**src/rtl/ras_pkg.sv**
```systemverilog
// Shared sizing, snapshot type and modulo pointer helpers for the return-address stack.
package ras_pkg;

    localparam int XLEN     = 32;
    localparam int DEPTH    = 16;
    localparam int NUM_CKPT = 4;
    localparam int PTR_W    = $clog2(DEPTH);
    localparam int CNT_W    = PTR_W + 1;
    localparam int CKPT_W   = (NUM_CKPT > 1) ? $clog2(NUM_CKPT) : 1;

    typedef struct packed {
        logic [PTR_W-1:0] ptr;
        logic [CNT_W-1:0] count;
        logic [XLEN-1:0]  top;
    } ras_snap_t;

    // DEPTH is a power of two, so natural pointer overflow gives the modulo wrap.
    function automatic logic [PTR_W-1:0] ptr_inc(input logic [PTR_W-1:0] p);
        return p + {{(PTR_W-1){1'b0}}, 1'b1};
    endfunction

    function automatic logic [PTR_W-1:0] ptr_dec(input logic [PTR_W-1:0] p);
        return p - {{(PTR_W-1){1'b0}}, 1'b1};
    endfunction

endpackage

```
**src/rtl/ras_ckpt_file.sv**
```systemverilog
// Checkpoint register file: NUM_CKPT snapshots, synchronous write, combinational read.
// Latency: write visible next cycle; read zero-latency.
// Backpressure: none, every write is accepted.
module ras_ckpt_file
    import ras_pkg::*;
(
    input  logic              clk_i,
    input  logic              rst_i,
    input  logic              wr_vld,
    input  logic [CKPT_W-1:0] wr_idx,
    input  ras_snap_t         wr_dat,
    input  logic [CKPT_W-1:0] rd_idx,
    output ras_snap_t         rd_dat
);

    ras_snap_t slots [NUM_CKPT];

    always_ff @(posedge clk_i) begin
        if (rst_i) begin
            for (int i = 0; i < NUM_CKPT; i++) begin
                slots[i] <= '0;
            end
        end else if (wr_vld && (32'(wr_idx) < NUM_CKPT)) begin
            slots[wr_idx] <= wr_dat;
        end
    end

    always_comb begin
        rd_dat = '0;
        if (32'(rd_idx) < NUM_CKPT) begin
            rd_dat = slots[rd_idx];
        end
    end

endmodule

```
**src/rtl/ras_ckpt_stack.sv**
```systemverilog
// Return-address stack with speculative checkpoints for fetch-stage return prediction.
// Latency: updates land on the next edge; top/empty/full/count are read straight from state.
// Backpressure: none; pushes when full overwrite the oldest entry, pops on empty flag underflow.
module ras_ckpt_stack
    import ras_pkg::*;
(
    input  logic              clk_i,
    input  logic              rst_i,
    input  logic              push_i,
    input  logic              pop_i,
    input  logic [XLEN-1:0]   data_i,
    input  logic              ckpt_save_i,
    input  logic              ckpt_restore_i,
    input  logic [CKPT_W-1:0] ckpt_id_i,
    output logic [XLEN-1:0]   top_o,
    output logic              empty_o,
    output logic              full_o,
    output logic [CNT_W-1:0]  count_o,
    output logic              underflow_o
);

    logic [XLEN-1:0]  entry [DEPTH];
    logic [PTR_W-1:0] ptr;
    logic [CNT_W-1:0] count;
    logic             id_ok;
    logic             restore_vld;
    logic             save_vld;
    ras_snap_t        save_dat;
    ras_snap_t        rest_dat;

    assign id_ok       = (32'(ckpt_id_i) < NUM_CKPT);
    assign restore_vld = ckpt_restore_i && id_ok;
    assign save_vld    = ckpt_save_i && id_ok && !ckpt_restore_i;

    assign empty_o = (count == '0);
    assign full_o  = (count == CNT_W'(DEPTH));
    assign count_o = count;
    assign top_o   = empty_o ? '0 : entry[ptr_dec(ptr)];

    assign save_dat = '{ptr: ptr, count: count, top: top_o};

    ras_ckpt_file u_ckpt_file (
        .clk_i  (clk_i),
        .rst_i  (rst_i),
        .wr_vld (save_vld),
        .wr_idx (ckpt_id_i),
        .wr_dat (save_dat),
        .rd_idx (ckpt_id_i),
        .rd_dat (rest_dat)
    );

    always_ff @(posedge clk_i) begin
        if (rst_i) begin
            ptr         <= '0;
            count       <= '0;
            underflow_o <= 1'b0;
        end else begin
            underflow_o <= 1'b0;
            if (restore_vld) begin
                ptr   <= rest_dat.ptr;
                count <= rest_dat.count;
            end else if (push_i && (!pop_i || empty_o)) begin
                ptr <= ptr_inc(ptr);
                if (!full_o) begin
                    count <= count + 1'b1;
                end
            end else if (pop_i && !push_i) begin
                if (!empty_o) begin
                    ptr   <= ptr_dec(ptr);
                    count <= count - 1'b1;
                end else begin
                    underflow_o <= 1'b1;
                end
            end
        end
    end

    // Entry storage is never reset; reads of unwritten slots are masked by count.
    always_ff @(posedge clk_i) begin
        if (!rst_i) begin
            if (restore_vld) begin
                if (rest_dat.count != '0) begin
                    entry[ptr_dec(rest_dat.ptr)] <= rest_dat.top;
                end
            end else if (push_i) begin
                if (pop_i && !empty_o) begin
                    entry[ptr_dec(ptr)] <= data_i;
                end else begin
                    entry[ptr] <= data_i;
                end
            end
        end
    end

endmodule
```
**config.mk**
```make
export PLATFORM = sky130hd
export DESIGN_NAME = ras_ckpt_stack
export DESIGN_NICKNAME = d
export VERILOG_FILES = /design/src/rtl/ras_pkg.sv /design/src/rtl/ras_ckpt_file.sv /design/src/rtl/ras_ckpt_stack.sv
export SDC_FILE = /design/constraint.sdc
export NUM_CORES = 1
export LEC_CHECK = 0
export CORE_AREA = 2 2 231 233
export DETAILED_ROUTE_END_ITERATION = 8
export DIE_AREA = 0 0 233 235
export GPL_TIMING_DRIVEN = 0
export PLACE_DENSITY = 0.72
export SLEW_MARGIN = 20
export SYNTH_ARGS = -nofsm -noshare
export SYNTH_HDL_FRONTEND = slang
export SYNTH_HIERARCHICAL = 1
export SYNTH_SLANG_ARGS = --single-unit
```
**constraint.sdc**
```tcl
create_clock -name clk_i -period 5.8 [get_ports clk_i]
set_clock_uncertainty 0.2 [all_clocks]
set_input_delay 1.16 -clock clk_i [delete_from_list [all_inputs] [get_ports clk_i]]
set_output_delay 1.16 -clock clk_i [all_outputs]
set_load 0.1 [all_outputs]
```
== Yosys cells after proc, flatten, opt, wreduce, memory -nomap -nowiden ==
Memories as Yosys holds them, arrays and structs flattened.
Index checks and enable logic that the tools add are counted.
Storage, ports and cells
  flip-flop bits (word level): 10
  RAM bits: 676
  input port bits: 40
  output and inout bits: 40
  logic and storage cells: 71
  memories: 2
Memory list
  entry: words 16, bits a word 32, read ports 1, clocked after Yosys merged registers in 0, write ports 1, line ras_ckpt_stack.sv:22  | logic [XLEN-1:0] entry [DEPTH];
  u_ckpt_file.slots: words 4, bits a word 41, read ports 1, clocked after Yosys merged registers in 0, write ports 4, line ras_ckpt_file.sv:16  | ras_snap_t slots [NUM_CKPT];
Operators by class
  $add $sub $neg: 5
  equality and inequality tests: 3
  muxes and demuxes: 39
  bitwise gates (word level): 1
  reduce and logical (&&, ||, !) cells: 18
Operator list (number)
  32-bit two-way mux: 3
  32-bit OR reduction: 2
  41-bit two-way mux: 1
  41-bit OR reduction: 1
  5-bit two-way mux: 5
  4-bit two-way mux: 6
  1-bit two-way mux: 23
  4-bit by 1-bit subtractor with 4-bit output, second input constant: 2
  5-bit by 1-bit adder with 5-bit output, second input constant: 1
  5-bit == test, second input constant: 1
  5-bit logical NOT: 1
  5-bit nonzero test: 1
  5-bit by 1-bit subtractor with 5-bit output, second input constant: 1
  4-bit by 1-bit adder with 4-bit output, second input constant: 1
  1-bit logical AND: 4
  1-bit logical NOT: 4
  4-bit OR reduction: 1
  3-bit by 2-bit inequality test with 1-bit output, second input constant: 1
  3-bit inequality test, second input constant: 1
  3-bit AND reduction: 1
  3-bit nonzero test: 1
  2-bit two-way mux: 1
  2-bit AND reduction: 1
  1-bit logical OR: 1
  1-bit inverter: 1

== Depth between registers and ports, before layout ==
  word-level depth: 11
  depth in mapped cells: 11
  mapped depth without buffers: 10

== By module ==
Netlist, hierarchy kept.
Modules (own cells, without submodules)
  ras_ckpt_stack: instances 1, cells an instance 1095, area an instance 21192.8 um2, seq. area each 15574.9 um2
  ras_ckpt_file: instances 1, cells an instance 405, area an instance 7174.4 um2, seq. area each 4924.7 um2

== Worst setup path before layout ==
Ideal clock, no wire load.
  path kind: register to output
  start: register count[1] (netlist: count_o[1])
  end: output top_o[22]
  arrival time: 4.721 ns
  data required time: 4.440 ns
  setup slack: -0.281 ns
  stages on the path, launching flop included: 6
  buffers on the path: 2
  cell sequence: dfxtp_1 > or4_1 > buf_6 > nor2_8 > clkbuf_1 > a211oi_1
On the way
  word-level cells in the longest chain between the ends: 2
Ends and longest elaborated chain
  start: declaration: line ras_ckpt_stack.sv:24  | logic [CNT_W-1:0] count;
  start signal: assignment: line ras_ckpt_stack.sv:61  | count <= rest_dat.count;
  start signal: assignment: line ras_ckpt_stack.sv:65  | count <= count + 1'b1;
  start signal: assignment: line ras_ckpt_stack.sv:70  | count <= count - 1'b1;
  5-bit logical NOT: line ras_ckpt_stack.sv:35  | assign empty_o = (count == '0);
  via empty_o: line ras_ckpt_stack.sv:16  | output logic empty_o,
  32-bit two-way mux: line ras_ckpt_stack.sv:38  | assign top_o = empty_o ? '0 : entry[ptr_dec(ptr)];
  end: declaration: line ras_ckpt_stack.sv:15  | output logic [XLEN-1:0] top_o,
The timed path passes the listed nets, and every way through them passes these cells.

== Worst setup path in the final report ==
  start: register ptr[0]
  end: output top_o[18]
On the way
  word-level cells in the longest chain between the ends: 3
Ends and longest elaborated chain
  start: declaration: line ras_ckpt_stack.sv:23  | logic [PTR_W-1:0] ptr;
  start signal: assignment: line ras_ckpt_stack.sv:60  | ptr <= rest_dat.ptr;
  start signal: assignment: line ras_ckpt_stack.sv:63  | ptr <= ptr_inc(ptr);
  start signal: assignment: line ras_ckpt_stack.sv:69  | ptr <= ptr_dec(ptr);
  4-bit by 1-bit subtractor with 4-bit output: line ras_pkg.sv:23  | return p - {{(PTR_W-1){1'b0}}, 1'b1};
  memory 16 x 32 bit
  32-bit two-way mux: line ras_ckpt_stack.sv:38
Every way passes these cells.

==> out/qor_table.md <==
| Parameter | Reported |
| --- | --- |
| Outcome | finished, final reports clean |
| DP Wirelength | 43.3 mm |
| Die span in y | 235 um |
| Maximum frequency from static timing analysis | 0.174 GHz |
| Setup ws final | 0.0487 ns |
| Clock tree from TritonCTS | built |
| GP Congestion | 0.861 |
| Hold Vio Cnt, Final | 0 |
| #FFs+latches synth | 686 |
| Initial core utilization | 54.3% |
| Via/cell ratio | 6.22 |
| DR vias | 15000 |
| First-pass GRT wire length | 98.4 mm |
| RR Endpoint | entry[5][22] |
| Number of cells traversed by the worst register-to-register path | 10 |
| Maximum number of pins on one net before global-route repair | 22 |
| Aggregate routed wire length | 66.2 mm |
| Area of the multi-input gates | 7630 um^2 |
| Synthesized netlist cell count | 1500 |
| Unrepaired setup endpoints after global routing | true |
| Number of enable flip-flop cells after synthesis | 676 |
| Final design instance area without fill | 32900 um^2 |
| Cell Area, Placed | 30700 um^2 |
| Drt first-iter violations | 1380 |
| Synthesis-to-layout area growth | 16.0% |
| Pre-CTS setup slack | -0.898 ns |
| Most frequent CP cell | clkbuf_2 |
| CTS buffer count | 70 |
| Final Slew Violations | 0 |
| Async set-or-reset flop fraction in the synthesized netlist | 0% |
| Number of nets still failing antenna checks after routing | 0 |
| Fill cell instance count of the final layout | 3546 |
| Antenna violations before repair | 3 |
| Number of warning messages in the yosys log | 6 |
| Critical-path cell with the highest stage delay | clkdlybuf4s15_2 |
| Number of core rows | 84 |
| Max cap viols | 0 |
| DR pass1 iterations | 5 |
| Horiz. Die Dim | 233 um |
| Sequential fraction of design power | 44.3% |
| Worst setup path class | reg -> out |
| CP endpoint kind | output pin |
| Placeable core region | 52200 um^2 |
| Hold Crit Endpoint | u_ckpt_file/slots[1][36] |
| Net switching power | 0.00396 W |
| Synth unique cells | 69 |
| DR WL/cell | 27.4 um |
| Cell area after synthesis | 28400 um^2 |
| Worst Tran Pin Value | 1.07 ns |
| Total negative slack | 0 ns |
| Post-Syn Nets | 1545 |
| IO Count | 80 |
| Area taken by flip-flops and latches | 20500 um^2 |
| Power after layout | 0.0130 W |
| Fraction of final layout cells sized beyond drive strength 1 | 28.7% |
| Final setup violating endpoints | 0 |
| Flop-to-flop setup slack | 1.69 ns |
| Leakage dissipation | 11.0 nW |
| Master cell of the clock root buffer | clkbuf_16 |
| Worst-path clk slew | 0.06 ns |
| Part of the Yosys area used for sequential elements | 72.3% |
| Pwr/cell area | 396 nW/um^2 |
| DRC violation count after routing | 0 |
| Maximum number of buffers from clock root to sink | 3 |
| Sink Count | 686 |
| Max IR drop VDD | 230 uV |
| Data required time at the worst endpoint | 4.44 ns |
| Total grt overflow | 0 |
| Post-synthesis average cell area | 18.9 um^2 |
| Final std cells w/o fill | 2413 |
| Critical path fanouts, max | 10 |
| Number of placed instances, taps included | 2287 |
| Overall Global Routing Usage | 24.8% |
| Hold-critical path depth | 1 |
| Switching Share | 30.4% |
| Number of nets in the final layout | 1716 |
| Launching element type of the critical path | flip-flop |
| Class of the most critical hold timing path | reg -> reg |
| Reg-to-reg startpoint | ptr[0] |
| Internal power | 0.00907 W |
| Series of cell instances along the critical path | buf_2 > inv_1 > ha_1 > clkbuf_1 > clkbuf_2 > clkbuf_2 > mux4_2 > a211oi_1 > a211oi_2 > clkdlybuf4s15_2 |
| # H-tree levels | 3 |
| Hold Path Origin | count_o[4] |
| Fin crit period | 5.75 ns |
| Port Buf Inserts | 77 |
| Clock share of power | 33.6% |
| Peak per-stage delay on the critical path | 0.53 ns |
| Floorplan die area | 54800 um^2 |
| Period utilisation layout | 99.2% |
| Clock latency at the later pin of the worst-skew pair | 0.60 ns |
| Critical path arrival | 4.39 ns |
| Relative slew slack | 28.4% |
| Combinational group share of total power | 22.1% |
| Number of global-route vias before repair | 15400 |
| Most used DFF post-synth | edfxtp_1 |
## cells in the final DEF (no fill, tap or decap), drive strengths merged, types with 3 or more instances in the layout
cell           synthesis  layout
a2111oi                4       4
a211oi                67      67
a21oi                  3       3
a31o                   3       3
a31oi                  4       4
and2                 165     165
buf                   42      78
bufinv                 0       6
clkbuf                52     151
clkdlybuf4s50          0      45
clkinv                 1      29
clkinvlp               0       3
dfxtp                 10      10
edfxtp               676     676
ha                     5       5
inv                   10      14
mux2i                 36      36
mux4                 170     170
nand2                106     106
nand2b                 3       3
nand3                  3       3
nor2                  30      30
nor2b                 35      35
nor3                   8       8
o211ai                 7       7
o21ai                  7       7
o21bai                 3       3
or3                    3       3
or4                    4       4
xnor2                  3       3
xor2                   4       4
## worst max-delay path: cells and delay by family (launching register included)
| kind | cells | cell delay (ns) |
|---|---|---|
| buf+inv | 6 | 1.96 |
| fa+ha+maj | 1 | 0.35 |
| compound gates | 2 | 0.69 |
| flops | 1 | 0.43 |
| mux | 1 | 0.35 |
## what timing repair did
| item | CTS | global route |
|---|---|---|
| endpoints found under the setup margin | 32 | 31 |
| hold buffers | 0 | 0 |
| resized for setup | 182 | 66 |
| setup buffers | 0 | 0 |
## per-stage QoR
step	hold slack (ns)	utilization (%)
4_1_cts	0.445	63.1
5_1_grt	0.474	63.0
3_5_place_dp	0.424	58.7
2_1_floorplan	0.373	-
6_report	0.440	63.0
3_3_place_gp	0.427	57.4
## state kept, by name (all words and copies together) (netlist names)
name / cells
count_o: 5
ptr: 4
entry: 512
underflow_o: 1
u_ckpt_file/slots: 164
## worst max path at each step
stage | startpoint | to
after floorplan | count_o[1] | top_o[22]
after global placement | ckpt_id_i[1] | entry[14][14]
after detailed placement | ptr[0] | top_o[20]
after CTS | ptr[0] | top_o[6]
after global routing | ptr[0] | top_o[18]
final | ptr[0] | top_o[18]
## synth_stat cells (all sizes together) (2+ instances only)
| cell | n | area, um^2 |
|---|---|---|
| edfxtp | 676 | 20300 |
| mux4 | 170 | 3830 |
| and2 | 165 | 1080 |
| nand2 | 106 | 398 |
| a211oi | 67 | 503 |
| clkbuf | 52 | 211 |
| buf | 42 | 248 |
| mux2i | 36 | 364 |
| nor2b | 35 | 219 |
| nor2 | 30 | 129 |
| dfxtp | 10 | 200 |
| inv | 10 | 37.5 |
| nor3 | 8 | 45.0 |
| o211ai | 7 | 62.6 |
| o21ai | 7 | 38.8 |
| ha | 5 | 62.6 |
| a2111oi | 4 | 41.3 |
| a31oi | 4 | 25.0 |
| or4 | 4 | 30.0 |
| xor2 | 4 | 35.0 |
| a21oi | 3 | 15.0 |
| a31o | 3 | 26.3 |
| nand2b | 3 | 18.8 |
| nand3 | 3 | 15.0 |
| o21bai | 3 | 22.5 |
| or3 | 3 | 23.8 |
| xnor2 | 3 | 26.3 |
| a221o | 2 | 20.0 |
| a221oi | 2 | 23.8 |
| a311o | 2 | 20.0 |
| and3 | 2 | 12.5 |
| and4bb | 2 | 25.0 |
| nand4 | 2 | 12.5 |
| nor4 | 2 | 27.5 |
| nor4b | 2 | 32.5 |
| o2bb2ai | 2 | 17.5 |
| o31ai | 2 | 15.0 |
## power by group through the flow
| stage | registers [W] | logic, W | clock network [W] |
|---|---|---|---|
| 2_1_floorplan | 0.00589 | 0.00198 | 0 |
| 6_report | 0.00577 | 0.00288 | 0.00438 |
| 5_1_grt | 0.00579 | 0.00302 | 0.00461 |
| 3_5_place_dp | 0.00588 | 0.00289 | 0 |
| 4_1_cts | 0.00577 | 0.00289 | 0.00444 |
| 3_3_place_gp | 0.00588 | 0.00279 | 0 |
## kinds of logic (layout without fill, tap and decap cells)
kind of cell / after synthesis / in the layout / share of synthesized area (%)
adders and majority gates: 5 / 5 / 0.221
buffers and inverters: 105 / 328 / 1.76
xor gates and xnor gates: 7 / 7 / 0.216
and+or+nand+nor: 372 / 372 / 7.45
muxes: 206 / 206 / 14.8
other: 0 / 2 / 0
AOI/OAI and AO/OA: 119 / 119 / 3.31
DFF: 686 / 686 / 72.3
## per-layer routing
| layer | track usage, % | up-vias | routed length [um] |
|---|---|---|---|
| met4 | 7.30 | 0 | 1390 |
| met2 | 40.5 | 652 | 33000 |
| met1 | 34.2 | 7884 | 26600 |
| li1 | - | 6365 | - |
| met3 | 4.75 | 96 | 5220 |
| met5 | 0 | - | 0 |
## final cells by class
| type | instances | area share (%) |
|---|---|---|
| Inverter | 11 | 0.125 |
| Buffer | 94 | 1.46 |
| Multi-Input combinational cell | 709 | 23.2 |
| Clock buffer | 83 | 5.60 |
| Clock inverter | 41 | 1.14 |
| Tap cell | 688 | 2.62 |
| Timing Repair Buffer | 99 | 3.56 |
| Antenna cell | 2 | 0.0152 |
| Sequential cell | 686 | 62.3 |
Power figures use the tool's default switching activity.
==> variant 1 (same flow settings) <==
One comparison of `count` changes from == to >=.
--- a/src/rtl/ras_ckpt_stack.sv
+++ b/src/rtl/ras_ckpt_stack.sv
@@ -33,7 +33,7 @@
     assign save_vld    = ckpt_save_i && id_ok && !ckpt_restore_i;
 
     assign empty_o = (count == '0);
-    assign full_o  = (count == CNT_W'(DEPTH));
+    assign full_o  = (count >= CNT_W'(DEPTH));
     assign count_o = count;
     assign top_o   = empty_o ? '0 : entry[ptr_dec(ptr)];
 
Function: same outputs for any inputs over 4 cycles, from zero or initial values and one cycle with rst_i high; that may be too few to reach the edited logic, so the function may still have changed.
==> variant 1 against the original RTL <==
- highest routed layer is now met5
- cell area is 1.1% higher
- setup slack improved by 96 ps
- area after synthesis up 0.21%
- combinational power increased by 11%
- sequential cell count is the same
- critical path type unchanged
- power increased by 1.7%
- wire length increased by 0.39%
- first-iteration DRC count is 4.3% lower
- global-route usage rose by 0.24 points
- utilization grew 0.70 points
- die area unchanged
- largest power group unchanged
==> variant 1: results (changes against the original RTL) <==
cp_slowest_cell: "dlygate4sd2_1"
synthAdderAreaFrac: 0.002201  # -0.000004562
grt_max_degree: 23  # +4.5%
synth_nets: 1569  # +1.6%
yosys-top-cells-count: "edfxtp_1, mux4_2, and2_1, nand2_1, a211oi_1"
drt_iter0_markers: 1321  # -4.3%
synth_area_leaders: "edfxtp_1, mux4_2, and2_1, a211oi_1, nand2_1"
ys_seq_area_frac: 0.7212  # -0.001495
portBuffers: 78  # +1.3%
cts-buffers-inserted: 69  # -1.4%
grt_pass1_wl_um: 99440  # +1.0%
avgViaCountPerCell: 6.191  # -0.39%
synth_cell_types: 65  # -5.8%
r2r-end: "entry[12][20]"
crit_arrival_ps: 4300  # -90 ps
drtPass1Iterations: 5  # unchanged
worstSetupEndpoint: "empty_o"
async_reset_ff_frac: 0  # unchanged
synthMuxAreaShare: 0.1466  # -0.001230
fin_ws_ps: 144.2  # +95.50 ps
final_nets: 1751  # +2.0%
crit_path_start: "count_o[0]"
syn_inst: 1524  # +1.6%
hpwl_um: 44680  # +3.2%
vias: 15070  # +0.48%
antenna_found_initial: 1  # -2
peakVddDrop_uv: 433.2  # +88%
synth_xor_xnor_area_share: 0.001541  # -0.0006207
worst_slew_pin_slew_ps: 1129  # +54.06 ps
n_antenna_cell: 0  # -2
place_inst: 2324  # +1.6%
max_stage_delay_ps: 970  # +440 ps
place_ws_ps: -1513  # -615.4 ps
synth-compound-area-share: 0.03455  # +0.001472
grt_pass1_vias: 15770  # +2.7%
post_dp_cell_area_um2: 31110  # +1.5%
crit_fanout: 12  # +2
status: "completed"
p_leak_uw: 0.01113  # +1.1%
## variant 1: cell count changes after synthesis, moves of 3 or more
cell | before | now
clkbuf_1 | 39 | 47
nand3_1 | 3 | 10
buf_2 | 27 | 22
o21ai_0 | 6 | 10
a2111oi_0 | 3 | 0
a21oi_1 | 3 | 6
inv_1 | 10 | 13
nor3_1 | 7 | 10
o31ai_1 | 2 | 5
## variant 1: cell type report
type	count	area [um2]
Buffer	99	530.5
Clock buffer	86	1833
Clock inverter	25	272.8
Fill cell	3523	18960
Inverter	13	48.80
Multi-Input combinational cell	725	7771
Sequential cell	686	20500
Tap cell	688	860.8
Timing Repair Buffer	112	1463
## variant 1: layer usage
| layer | track usage | vias to the layer above | share of wire |
|---|---|---|---|
| li1 | - | 6432 | - |
| met1 | 0.3425 | 7977 | 0.40 |
| met2 | 0.4103 | 546 | 0.50 |
| met3 | 0.04563 | 112 | 0.069 |
| met4 | 0.07952 | 2 | 0.026 |
| met5 | 0.01071 | - | 0.0012 |
## variant 1: report_power, final
group | internal [uW] | switching [uW]
clock | 2490 | 1780
combinational | 936 | 2270
sequential | 5720 | 56.5
## variant 1: what timing repair did
item	in CTS	in global routing
endpoints found under the setup margin	32	8
hold endpoints to repair	0	0
gates resized for setup	244	7
## variant 1: worst min-delay path by stage
stage                     startpoint                        to  slack, ps
after floorplan               ptr[3]  u_ckpt_file/slots[0][40]        340
after global placement        ptr[3]  u_ckpt_file/slots[2][40]        370
after CTS                     ptr[3]  u_ckpt_file/slots[2][40]        390
after detailed placement      ptr[3]  u_ckpt_file/slots[2][40]        370
after global routing          ptr[3]  u_ckpt_file/slots[1][40]        430
final                         ptr[3]  u_ckpt_file/slots[1][40]        390
==> variant 2 (same settings) <==
Made on the original files. Register the output `count_o` once more; this adds one clock of latency there. The other outputs are not delayed to match.
--- a/src/rtl/ras_ckpt_stack.sv
+++ b/src/rtl/ras_ckpt_stack.sv
@@ -34,7 +34,9 @@
 
     assign empty_o = (count == '0);
     assign full_o  = (count == CNT_W'(DEPTH));
-    assign count_o = count;
+    always_ff @(posedge clk_i) begin
+        count_o <= count;
+    end
     assign top_o   = empty_o ? '0 : entry[ptr_dec(ptr)];
 
     assign save_dat = '{ptr: ptr, count: count, top: top_o};
Formal check against the unedited RTL: not equivalent (Yosys sat finds a counterexample within 4 cycles, from zero or initial values and one cycle with rst_i high).
==> variant 2 against the original RTL <==
- wire length grew 1.7%
- sequential cell count is 5 higher
- area after synthesis grew 0.44%
- power is 2.0% higher
- sequential power grew 0.7%
- utilization grew 0.98 points
- critical path type unchanged
- highest routed layer is now met5
- critical path depth increased by 1
- cell area grew 1.6%
- setup slack improved by 37 ps
==> variant 2: results (changes against the original RTL) <==
grt_max_degree: 23  # +4.5%
cts_resized: 204  # +12%
worst_slew_pin_slew_ps: 1134  # +59.06 ps
final_nets: 1773  # +3.3%
fmax_ghz: 0.1750  # +0.65%
place_inst: 2342  # +2.4%
buffers: 211  # +9.3%
status: "completed"
grt_usage: 0.2534  # +0.005567
wl_um: 67360  # +1.7%
final-clk-cell-share: 0.06793  # +0.0004972
peakVddDrop_uv: 373.8  # +62%
comb-power_uw: 3020  # +5%
synth_nets: 1583  # +2.5%
avgViaCountPerCell: 6.185  # -0.48%
yosys-top-cells-count: "edfxtp_1, mux4_2, nand2_1, and2_1, clkbuf_1"
multi_input_area_share: 0.2328  # +0.0008485
clock_power_uw: 4480  # +2%
hp-start: "count[4]"
n_antenna_cell: 1  # -1
antenna_found_initial: 2  # -1
post-route-util: 0.6400  # +0.009845
power.internal_uw: 9269  # +2.2%
whs_endpoint: "count_o[4]"
fillers: 3507  # -1.1%
num-nonclk-inverters: 10  # -1
whs_path_depth: 0  # -1
regArea_um2: 20600  # +0.49%
clkbuf_count: 84  # +1.2%
place_ws_ps: -932.0  # -34.41 ps
clockPowerShare: 0.337  # about the same
crit_arrival_ps: 4350  # -40 ps
r2r_slack_ps: 1260  # -430 ps
grt_pass1_wl_um: 99660  # +1.3%
max_stage_delay_ps: 460  # -70 ps
hpwl_um: 43900  # +1.4%
post_dp_cell_area_um2: 31090  # +1.4%
r2r-end: "entry[13][29]"
fin_cells: 2472  # +2.4%
cp_slowest_cell: "a211oi_4"
drive_above_1_share: 0.2866  # about the same
synth_cell_types: 67  # -2.9%
variant 2: kinds of logic after synthesis:
group,count (synthesis),synth area share
buffers and inverters,103,0.01717
AO/OA/AOI/OAI,84,0.02406
multiplexers,206,0.1475
adder cells (fa/ha/maj),5,0.002196
flip-flops,691,0.7230
XOR/XNOR,9,0.002766
AND/OR/NAND/NOR,440,0.08335
variant 2: routing by layer:
| metal | share of wire | vias to the layer above | global-route usage |
|---|---|---|---|
| li1 | - | 6488 | - |
| met1 | 0.40 | 7982 | 0.3605 |
| met2 | 0.49 | 692 | 0.3981 |
| met3 | 0.089 | 120 | 0.05328 |
| met4 | 0.023 | 8 | 0.08029 |
| met5 | 0.00082 | - | 0 |
variant 2: worst reg2reg max path: stages, from the launching register on:
cell	delay [ps]
dfxtp_1	440
buf_2	280
buf_2	310
inv_1	180
ha_1	320
clkbuf_1	290
buf_4	300
o211ai_1	140
o211a_1	180
or3_1	550
nor3_4	510
buf_4	310
buf_4	230
